--- src/rtl/mips_pkg.sv ---
// Shared encodings for the multicycle MIPS32 controller: states, opcodes/functs,
// ALU operation codes, datapath mux selects and the decoded-instruction record.
package mips_pkg;

    typedef enum logic [2:0] {
        S_FETCH  = 3'd0,
        S_DECODE = 3'd1,
        S_EXEC   = 3'd2,
        S_MEM    = 3'd3,
        S_WB     = 3'd4
    } state_e;

    typedef enum logic [2:0] {
        C_RTYPE, C_IMM, C_LW, C_SW, C_BEQ, C_BNE, C_J
    } iclass_e;

    typedef enum logic [3:0] {
        ALU_ADD = 4'd0, ALU_SUB = 4'd1, ALU_AND = 4'd2, ALU_OR  = 4'd3,
        ALU_NOR = 4'd4, ALU_XOR = 4'd5, ALU_SLT = 4'd6, ALU_SLL = 4'd7,
        ALU_SRL = 4'd8
    } alu_op_e;

    localparam logic [5:0] OP_RTYPE = 6'h00, OP_J    = 6'h02, OP_BEQ  = 6'h04,
                           OP_BNE   = 6'h05, OP_ADDI = 6'h08, OP_SLTI = 6'h0A,
                           OP_ANDI  = 6'h0C, OP_ORI  = 6'h0D, OP_LW   = 6'h23,
                           OP_SW    = 6'h2B;

    localparam logic [5:0] FN_SLL = 6'h00, FN_SRL = 6'h02, FN_ADD = 6'h20,
                           FN_SUB = 6'h22, FN_AND = 6'h24, FN_OR  = 6'h25,
                           FN_XOR = 6'h26, FN_NOR = 6'h27, FN_SLT = 6'h2A;

    localparam logic [1:0] PC_SEQ = 2'd0, PC_BR = 2'd1, PC_JMP = 2'd2;
    localparam logic [1:0] SRCB_RT = 2'd0, SRCB_IMM = 2'd1, SRCB_SHAMT = 2'd2;

    typedef struct packed {
        iclass_e    cls;
        alu_op_e    alu_op;
        logic [1:0] alu_src_b;
        logic       reg_dst;
        logic       legal;
    } dec_t;

endpackage

--- src/rtl/mips_decode.sv ---
// Combinational opcode/funct decoder: instruction class, ALU control,
// operand-B select, destination select and a legality flag.
module mips_decode
    import mips_pkg::*;
(
    input  logic [5:0] opcode_i,
    input  logic [5:0] funct_i,
    output dec_t       dec_o
);

    always_comb begin
        dec_o = '{cls: C_RTYPE, alu_op: ALU_ADD, alu_src_b: SRCB_RT,
                  reg_dst: 1'b0, legal: 1'b1};
        case (opcode_i)
            OP_RTYPE: begin
                dec_o.reg_dst = 1'b1;
                case (funct_i)
                    FN_ADD: dec_o.alu_op = ALU_ADD;
                    FN_SUB: dec_o.alu_op = ALU_SUB;
                    FN_AND: dec_o.alu_op = ALU_AND;
                    FN_OR:  dec_o.alu_op = ALU_OR;
                    FN_NOR: dec_o.alu_op = ALU_NOR;
                    FN_XOR: dec_o.alu_op = ALU_XOR;
                    FN_SLT: dec_o.alu_op = ALU_SLT;
                    FN_SLL: begin
                        dec_o.alu_op    = ALU_SLL;
                        dec_o.alu_src_b = SRCB_SHAMT;
                    end
                    FN_SRL: begin
                        dec_o.alu_op    = ALU_SRL;
                        dec_o.alu_src_b = SRCB_SHAMT;
                    end
                    default: dec_o.legal = 1'b0;
                endcase
            end
            OP_ADDI, OP_ANDI, OP_ORI, OP_SLTI: begin
                dec_o.cls       = C_IMM;
                dec_o.alu_src_b = SRCB_IMM;
                dec_o.alu_op    = (opcode_i == OP_ANDI) ? ALU_AND :
                                  (opcode_i == OP_ORI)  ? ALU_OR  :
                                  (opcode_i == OP_SLTI) ? ALU_SLT : ALU_ADD;
            end
            OP_LW: begin
                dec_o.cls       = C_LW;
                dec_o.alu_src_b = SRCB_IMM;
            end
            OP_SW: begin
                dec_o.cls       = C_SW;
                dec_o.alu_src_b = SRCB_IMM;
            end
            OP_BEQ: begin
                dec_o.cls    = C_BEQ;
                dec_o.alu_op = ALU_SUB;
            end
            OP_BNE: begin
                dec_o.cls    = C_BNE;
                dec_o.alu_op = ALU_SUB;
            end
            OP_J:    dec_o.cls   = C_J;
            default: dec_o.legal = 1'b0;
        endcase
    end

endmodule

--- src/rtl/mips_multicycle_ctrl.sv ---
// Multicycle MIPS32 control FSM with memory handshakes and ack timeout.
// Build option SINGLE_STEP_EN adds a 'step' input that gates each instruction fetch.
module mips_multicycle_ctrl
    import mips_pkg::*;
#(
    parameter int ACK_TIMEOUT = 16,
    parameter int CNT_W       = 32
) (
    input  logic             CLOCK_50,
    input  logic             reset,
`ifdef SINGLE_STEP_EN
    input  logic             step,
`endif
    input  logic [5:0]       opcode,
    input  logic [5:0]       funct,
    input  logic             alu_zero,
    input  logic             imem_ack,
    input  logic             dmem_ack,
    output logic             imem_req,
    output logic             dmem_req,
    output logic             dmem_we,
    output logic             ir_write,
    output logic             pc_write,
    output logic [1:0]       pc_src,
    output logic [3:0]       alu_op,
    output logic [1:0]       alu_src_b,
    output logic             reg_write,
    output logic             reg_dst,
    output logic             mem_to_reg,
    output logic [2:0]       state,
    output logic             illegal,
    output logic             mem_err,
    output logic [CNT_W-1:0] retired
);

    state_e           state_q, state_d;
    logic [7:0]       wait_q, wait_d;
    logic             abort_q, abort_d;
    dec_t             dec_q, dec_d, dec_w;
    logic             illegal_q, illegal_d;
    logic             mem_err_q, mem_err_d;
    logic [CNT_W-1:0] retired_q, retired_d;
    logic             timeout;
    logic             run_ok;

    mips_decode u_dec (
        .opcode_i (opcode),
        .funct_i  (funct),
        .dec_o    (dec_w)
    );

    assign timeout = (wait_q == 8'(ACK_TIMEOUT - 1));

`ifdef SINGLE_STEP_EN
    logic step_q, step_prev_q, go_q;

    // A step edge arms one fetch; the arm is consumed when the IR loads.
    always_ff @(posedge CLOCK_50) begin
        if (reset) begin
            step_q      <= 1'b0;
            step_prev_q <= 1'b0;
            go_q        <= 1'b0;
        end else begin
            step_q      <= step;
            step_prev_q <= step_q;
            if (ir_write)
                go_q <= 1'b0;
            else if (step_q && !step_prev_q)
                go_q <= 1'b1;
        end
    end

    assign run_ok = go_q;
`else
    assign run_ok = 1'b1;
`endif

    always_ff @(posedge CLOCK_50) begin
        if (reset) begin
            state_q   <= S_FETCH;
            wait_q    <= '0;
            abort_q   <= 1'b0;
            dec_q     <= '0;
            illegal_q <= 1'b0;
            mem_err_q <= 1'b0;
            retired_q <= '0;
        end else begin
            state_q   <= state_d;
            wait_q    <= wait_d;
            abort_q   <= abort_d;
            dec_q     <= dec_d;
            illegal_q <= illegal_d;
            mem_err_q <= mem_err_d;
            retired_q <= retired_d;
        end
    end

    always_comb begin
        state_d    = state_q;
        wait_d     = wait_q;
        abort_d    = 1'b0;
        dec_d      = dec_q;
        illegal_d  = illegal_q;
        mem_err_d  = mem_err_q;
        retired_d  = retired_q;
        imem_req   = 1'b0;
        dmem_req   = 1'b0;
        dmem_we    = 1'b0;
        ir_write   = 1'b0;
        pc_write   = 1'b0;
        pc_src     = PC_SEQ;
        alu_op     = ALU_ADD;
        alu_src_b  = SRCB_RT;
        reg_write  = 1'b0;
        reg_dst    = 1'b0;
        mem_to_reg = 1'b0;

        // Outputs stay quiet while reset is held so nothing leaks to memory.
        if (!reset) begin
            case (state_q)
                S_FETCH: begin
                    if (abort_q || !run_ok) begin
                        wait_d = '0;
                    end else begin
                        imem_req = 1'b1;
                        if (imem_ack) begin
                            ir_write = 1'b1;
                            pc_write = 1'b1;
                            wait_d   = '0;
                            state_d  = S_DECODE;
                        end else if (timeout) begin
                            mem_err_d = 1'b1;
                            abort_d   = 1'b1;
                            wait_d    = '0;
                        end else begin
                            wait_d = wait_q + 8'd1;
                        end
                    end
                end
                S_DECODE: begin
                    dec_d = dec_w;
                    if (dec_w.legal) begin
                        state_d = S_EXEC;
                    end else begin
                        illegal_d = 1'b1;
                        state_d   = S_FETCH;
                    end
                end
                S_EXEC: begin
                    alu_op    = dec_q.alu_op;
                    alu_src_b = dec_q.alu_src_b;
                    case (dec_q.cls)
                        C_LW, C_SW: state_d = S_MEM;
                        C_BEQ, C_BNE, C_J: begin
                            pc_write  = (dec_q.cls == C_J)   ? 1'b1 :
                                        (dec_q.cls == C_BEQ) ? alu_zero : !alu_zero;
                            pc_src    = (dec_q.cls == C_J) ? PC_JMP : PC_BR;
                            retired_d = retired_q + CNT_W'(1);
                            state_d   = S_FETCH;
                        end
                        default: state_d = S_WB;
                    endcase
                end
                S_MEM: begin
                    dmem_req = 1'b1;
                    dmem_we  = (dec_q.cls == C_SW);
                    if (dmem_ack) begin
                        wait_d = '0;
                        if (dec_q.cls == C_LW) begin
                            state_d = S_WB;
                        end else begin
                            retired_d = retired_q + CNT_W'(1);
                            state_d   = S_FETCH;
                        end
                    end else if (timeout) begin
                        mem_err_d = 1'b1;
                        wait_d    = '0;
                        state_d   = S_FETCH;
                    end else begin
                        wait_d = wait_q + 8'd1;
                    end
                end
                S_WB: begin
                    reg_write  = 1'b1;
                    reg_dst    = dec_q.reg_dst;
                    mem_to_reg = (dec_q.cls == C_LW);
                    retired_d  = retired_q + CNT_W'(1);
                    state_d    = S_FETCH;
                end
                default: state_d = S_FETCH;
            endcase
        end
    end

    assign state   = state_q;
    assign illegal = illegal_q;
    assign mem_err = mem_err_q;
    assign retired = retired_q;

endmodule

--- config.mk ---
export PLATFORM = sky130hd
export DESIGN_NAME = mips_multicycle_ctrl
export DESIGN_NICKNAME = d
export VERILOG_FILES = /design/src/rtl/mips_pkg.sv /design/src/rtl/mips_decode.sv /design/src/rtl/mips_multicycle_ctrl.sv
export SDC_FILE = /design/constraint.sdc
export NUM_CORES = 1
export LEC_CHECK = 0
export BUFFER_PORTS_ARGS = -buffer_cell sky130_fd_sc_hd__buf_2
export CORE_MARGIN = 1
export CORE_UTILIZATION = 49
export DETAILED_ROUTE_END_ITERATION = 10
export GPL_ROUTABILITY_DRIVEN = 1
export GPL_TIMING_DRIVEN = 0
export PLACE_DENSITY_LB_ADDON = 0.15
export SLEW_MARGIN = 20
export SYNTH_ARGS = -nofsm -noshare
export SYNTH_HDL_FRONTEND = slang
export SYNTH_HIERARCHICAL = 1
export SYNTH_SLANG_ARGS = --single-unit
--- constraint.sdc ---
create_clock -name CLOCK_50 -period 1.8 [get_ports CLOCK_50]
set_input_delay 0.36 -clock CLOCK_50 [delete_from_list [all_inputs] [get_ports CLOCK_50]]
set_output_delay 0.36 -clock CLOCK_50 [all_outputs]
set_load 0.005 [all_outputs]
==> flow_summary.yaml <==
yosys:
  yosysSeqAreaShare: 0.358
  synth_cells: 389
  synthFlopType: "dfxtp_1"
  netlist_area_sq_um: 3130
  synth_cell_types: 58
  yosysTopAreaCellShare: 0.358
  synth_nets: 408
  avgSynthCellArea_sq_um: 8.05
  synth_edf_count: 0
  ys_async_sr_fraction: 0
  yosys_warnings: 6
  synth.largest_area_cell: "dfxtp_1"
  synth_most_common_cell: "dfxtp_1"
  synth_area_leaders: "dfxtp_1, a21oi_1, nor2_1"
  ys_seq_elements: 56
  synthTopCellsByCount: "dfxtp_1, nor2_1, a21oi_1"
drt:
  wl_per_cell_microns: 17.2
  routed_via_density: 6.24
  drc: 0
  dr.pass1.iters: 5
  postRouteAntennaNets: 0
  drt_iter0_drc: 276
  num_vias: 3584
  wl_microns: 9860
power_and_ir_drop:
  power_w: 0.00232
  p_per_area_nw_per_um2: 516
  ir_drop_v: 0.000386
  leakagePower_nw: 1.75
sta:
  tightestPinTransition_ns: 0.688
  finalClockSkew_ns: 0.0116
  finalSetupViolCount: 39
  final.min_clock_period_ns: 1.95
  timing_hold_violations_final: 0
  fmax_mhz: 512
  rsz0062_at_grt: "yes"
  finalCritPeriodShare: 1.08
  maxSlewHeadroom: 0.541
  setup_tns_ns: -2.95
  worst_slack_ns: -0.152
  finalMaxSlewViolations: 0
setup_path:
  crit_slowest_cell: "dfxtp_4"
  cp_cell_sequence: "nor2b_4 > buf_6 > a32oi_2 > nor4_2 > buf_2"
  critPathMaxFanout: 5
  cp_slowest_stage_delay_ns: 0.39
  cp_num_buf_inv: 2
  required_ns: 1.44
  worstSetupStartpointType: "flip-flop"
  critical_path_class: "flip-flop to primary output"
  critPathCaptureType: "primary output"
  arrival_ns: 1.59
  cp_top_family: "simple AND/OR/NAND/NOR gates"
cells_and_area:
  nets: 517
  fillers: 429
  final_util: 0.745
  syn_to_final_growth_pct: 43.4
  drive_above_1_share: 0.453
  diodes: 0
  fin_cells: 574
clock_network:
  clockRootBuffer: "clkbuf_8"
  insertion_delay_ns: 0.31
  clockBufferDepth: 2
  clk_pin_slew_ns: 0.10
  cts_sinks: 56
  cts_tree: "built"
  cts_buffers: 5
  htreeDepth: 2
floorplanning:
  num_rows: 28
  die-area_sq_um: 6710
  core_sq_um: 6030
  start_util: 0.520
  die_h_microns: 81.9
  die_w_microns: 81.9
  ios: 70
worst_hold_path:
  hold_class: "input port to flip-flop"
placed_design:
  gp_congestion: 0.879
  portBuffers: 68
  dp_cells: 532
  dpl.hpwl_microns: 5740
global_routing:
  grt_max_degree: 19
  antenna_found_initial: 0
  grt-ovfl-total: 0
  grt_pass1_vias: 3196
  grt_pass1_wl_microns: 14200
  gr-usage-all-layers: 0.270
outcome:
  violations: "setup timing"
  outcome: "finished with violations"
flow_run:
  drv_cap: 0
==> power by group <==
group          total, W  switching (W)  internal (W)
Combinational  0.000241       0.000141      0.000100
Sequential      0.00123      0.0000113       0.00122
Clock          0.000847       0.000427      0.000420
==> area by class of cell <==
class,instances,area [sq um],share of cell area
plain buffers,16,145,0.0323
clock buffers,5,68.8,0.0153
clock inverters,3,47.5,0.0106
inverters,9,33.8,0.00752
multi-input cells,305,2240,0.499
flip-flops and latches,56,1210,0.269
well taps,75,93.8,0.0209
repair buffers,105,653,0.145
==> worst reg2reg max path: stages, from the launching register on <==
cell and delay, ns:
dfxtp_4 0.41, nand4_1 0.26, or3_4 0.53, buf_6 0.18, or3_1 0.34, a21oi_2 0.15
==> stage by stage <==
step | worst slack, ns | hold WS [ns] | cell area, sq um
finish | -0.152 | 0.279 | 4490
global route | -0.211 | 0.274 | 4490
CTS | -0.127 | 0.250 | 4110
detailed placement | -0.401 | 0.480 | 3600
global placement | -0.365 | 0.466 | 3600
floorplan | -0.0737 | 0.436 | 3170
==> layout by cell type (no fill, tap or decap), types with 4 or more instances in the layout <==
cell | synthesis | routed
buf_2 | 4 | 66
nor2_1 | 43 | 37
buf_4 | 0 | 35
a21oi_1 | 41 | 32
dfxtp_1 | 56 | 26
dfxtp_4 | 0 | 20
nand2_1 | 20 | 16
or3_1 | 15 | 14
nand4_1 | 14 | 14
or4_1 | 20 | 12
mux2i_1 | 11 | 11
clkbuf_8 | 0 | 10
o21ai_1 | 5 | 10
nand3_1 | 14 | 10
o31ai_2 | 0 | 10
dfxtp_2 | 0 | 10
and2_1 | 10 | 9
or4_4 | 1 | 9
a21oi_2 | 0 | 9
inv_1 | 7 | 7
clkbuf_1 | 12 | 6
xor2_1 | 6 | 6
o31ai_1 | 18 | 6
o21ai_0 | 13 | 5
buf_6 | 2 | 5
nor3_1 | 6 | 5
nor2b_1 | 5 | 4
nand3_2 | 0 | 4
==> final timing paths <==
path	start	to	slack [ns]	cells past startpoint
setup / recovery	state[1]$_SDFFE_PP0P_	pc_write	-0.15	5
hold / removal	imem_ack	abort_q$_SDFF_PP0_	0.28	2
setup reg to reg	retired[9]$_SDFFE_PP0P_	retired[15]$_SDFFE_PP0P_	-0.15	5
hold reg to reg	dec_q[2]$_SDFFE_PP0N_	dec_q[2]$_SDFFE_PP0N_	0.49	2
==> cells by family (layout without fill, tap and decap cells) <==
logic type / Yosys count / count (layout) / synth area share
xor+xnor: 9 / 9 / 0.0252
flops: 56 / 56 / 0.358
compound gates: 98 / 98 / 0.192
fa+ha+maj: 2 / 2 / 0.00799
buf+inv: 28 / 138 / 0.0400
simple gates: 185 / 185 / 0.342
mux: 11 / 11 / 0.0352
==> sequential cells by signal, summed over array words and instances (netlist names) <==
register  count
state         3
mem_err       1
abort_q       1
illegal       1
dec_q        10
retired      32
wait_q        8
==> timing repair <==
action,in CTS,in global routing
buffers inserted,20,17
cloned,2,0
hold endpoints to repair,0,0
hold buffers,0,0
resized for setup,68,91
endpoints found under the setup margin,50,59
pin swaps,42,29
==> metal layers <==
layer,up-vias,part of all wire,GRT usage
met5,-,0,0
met4,0,0.023,0.0947
met3,28,0.070,0.0433
met2,183,0.50,0.483
met1,1692,0.40,0.322
li1,1681,-,-
No activity file was read; power rests on OpenSTA's default activity.
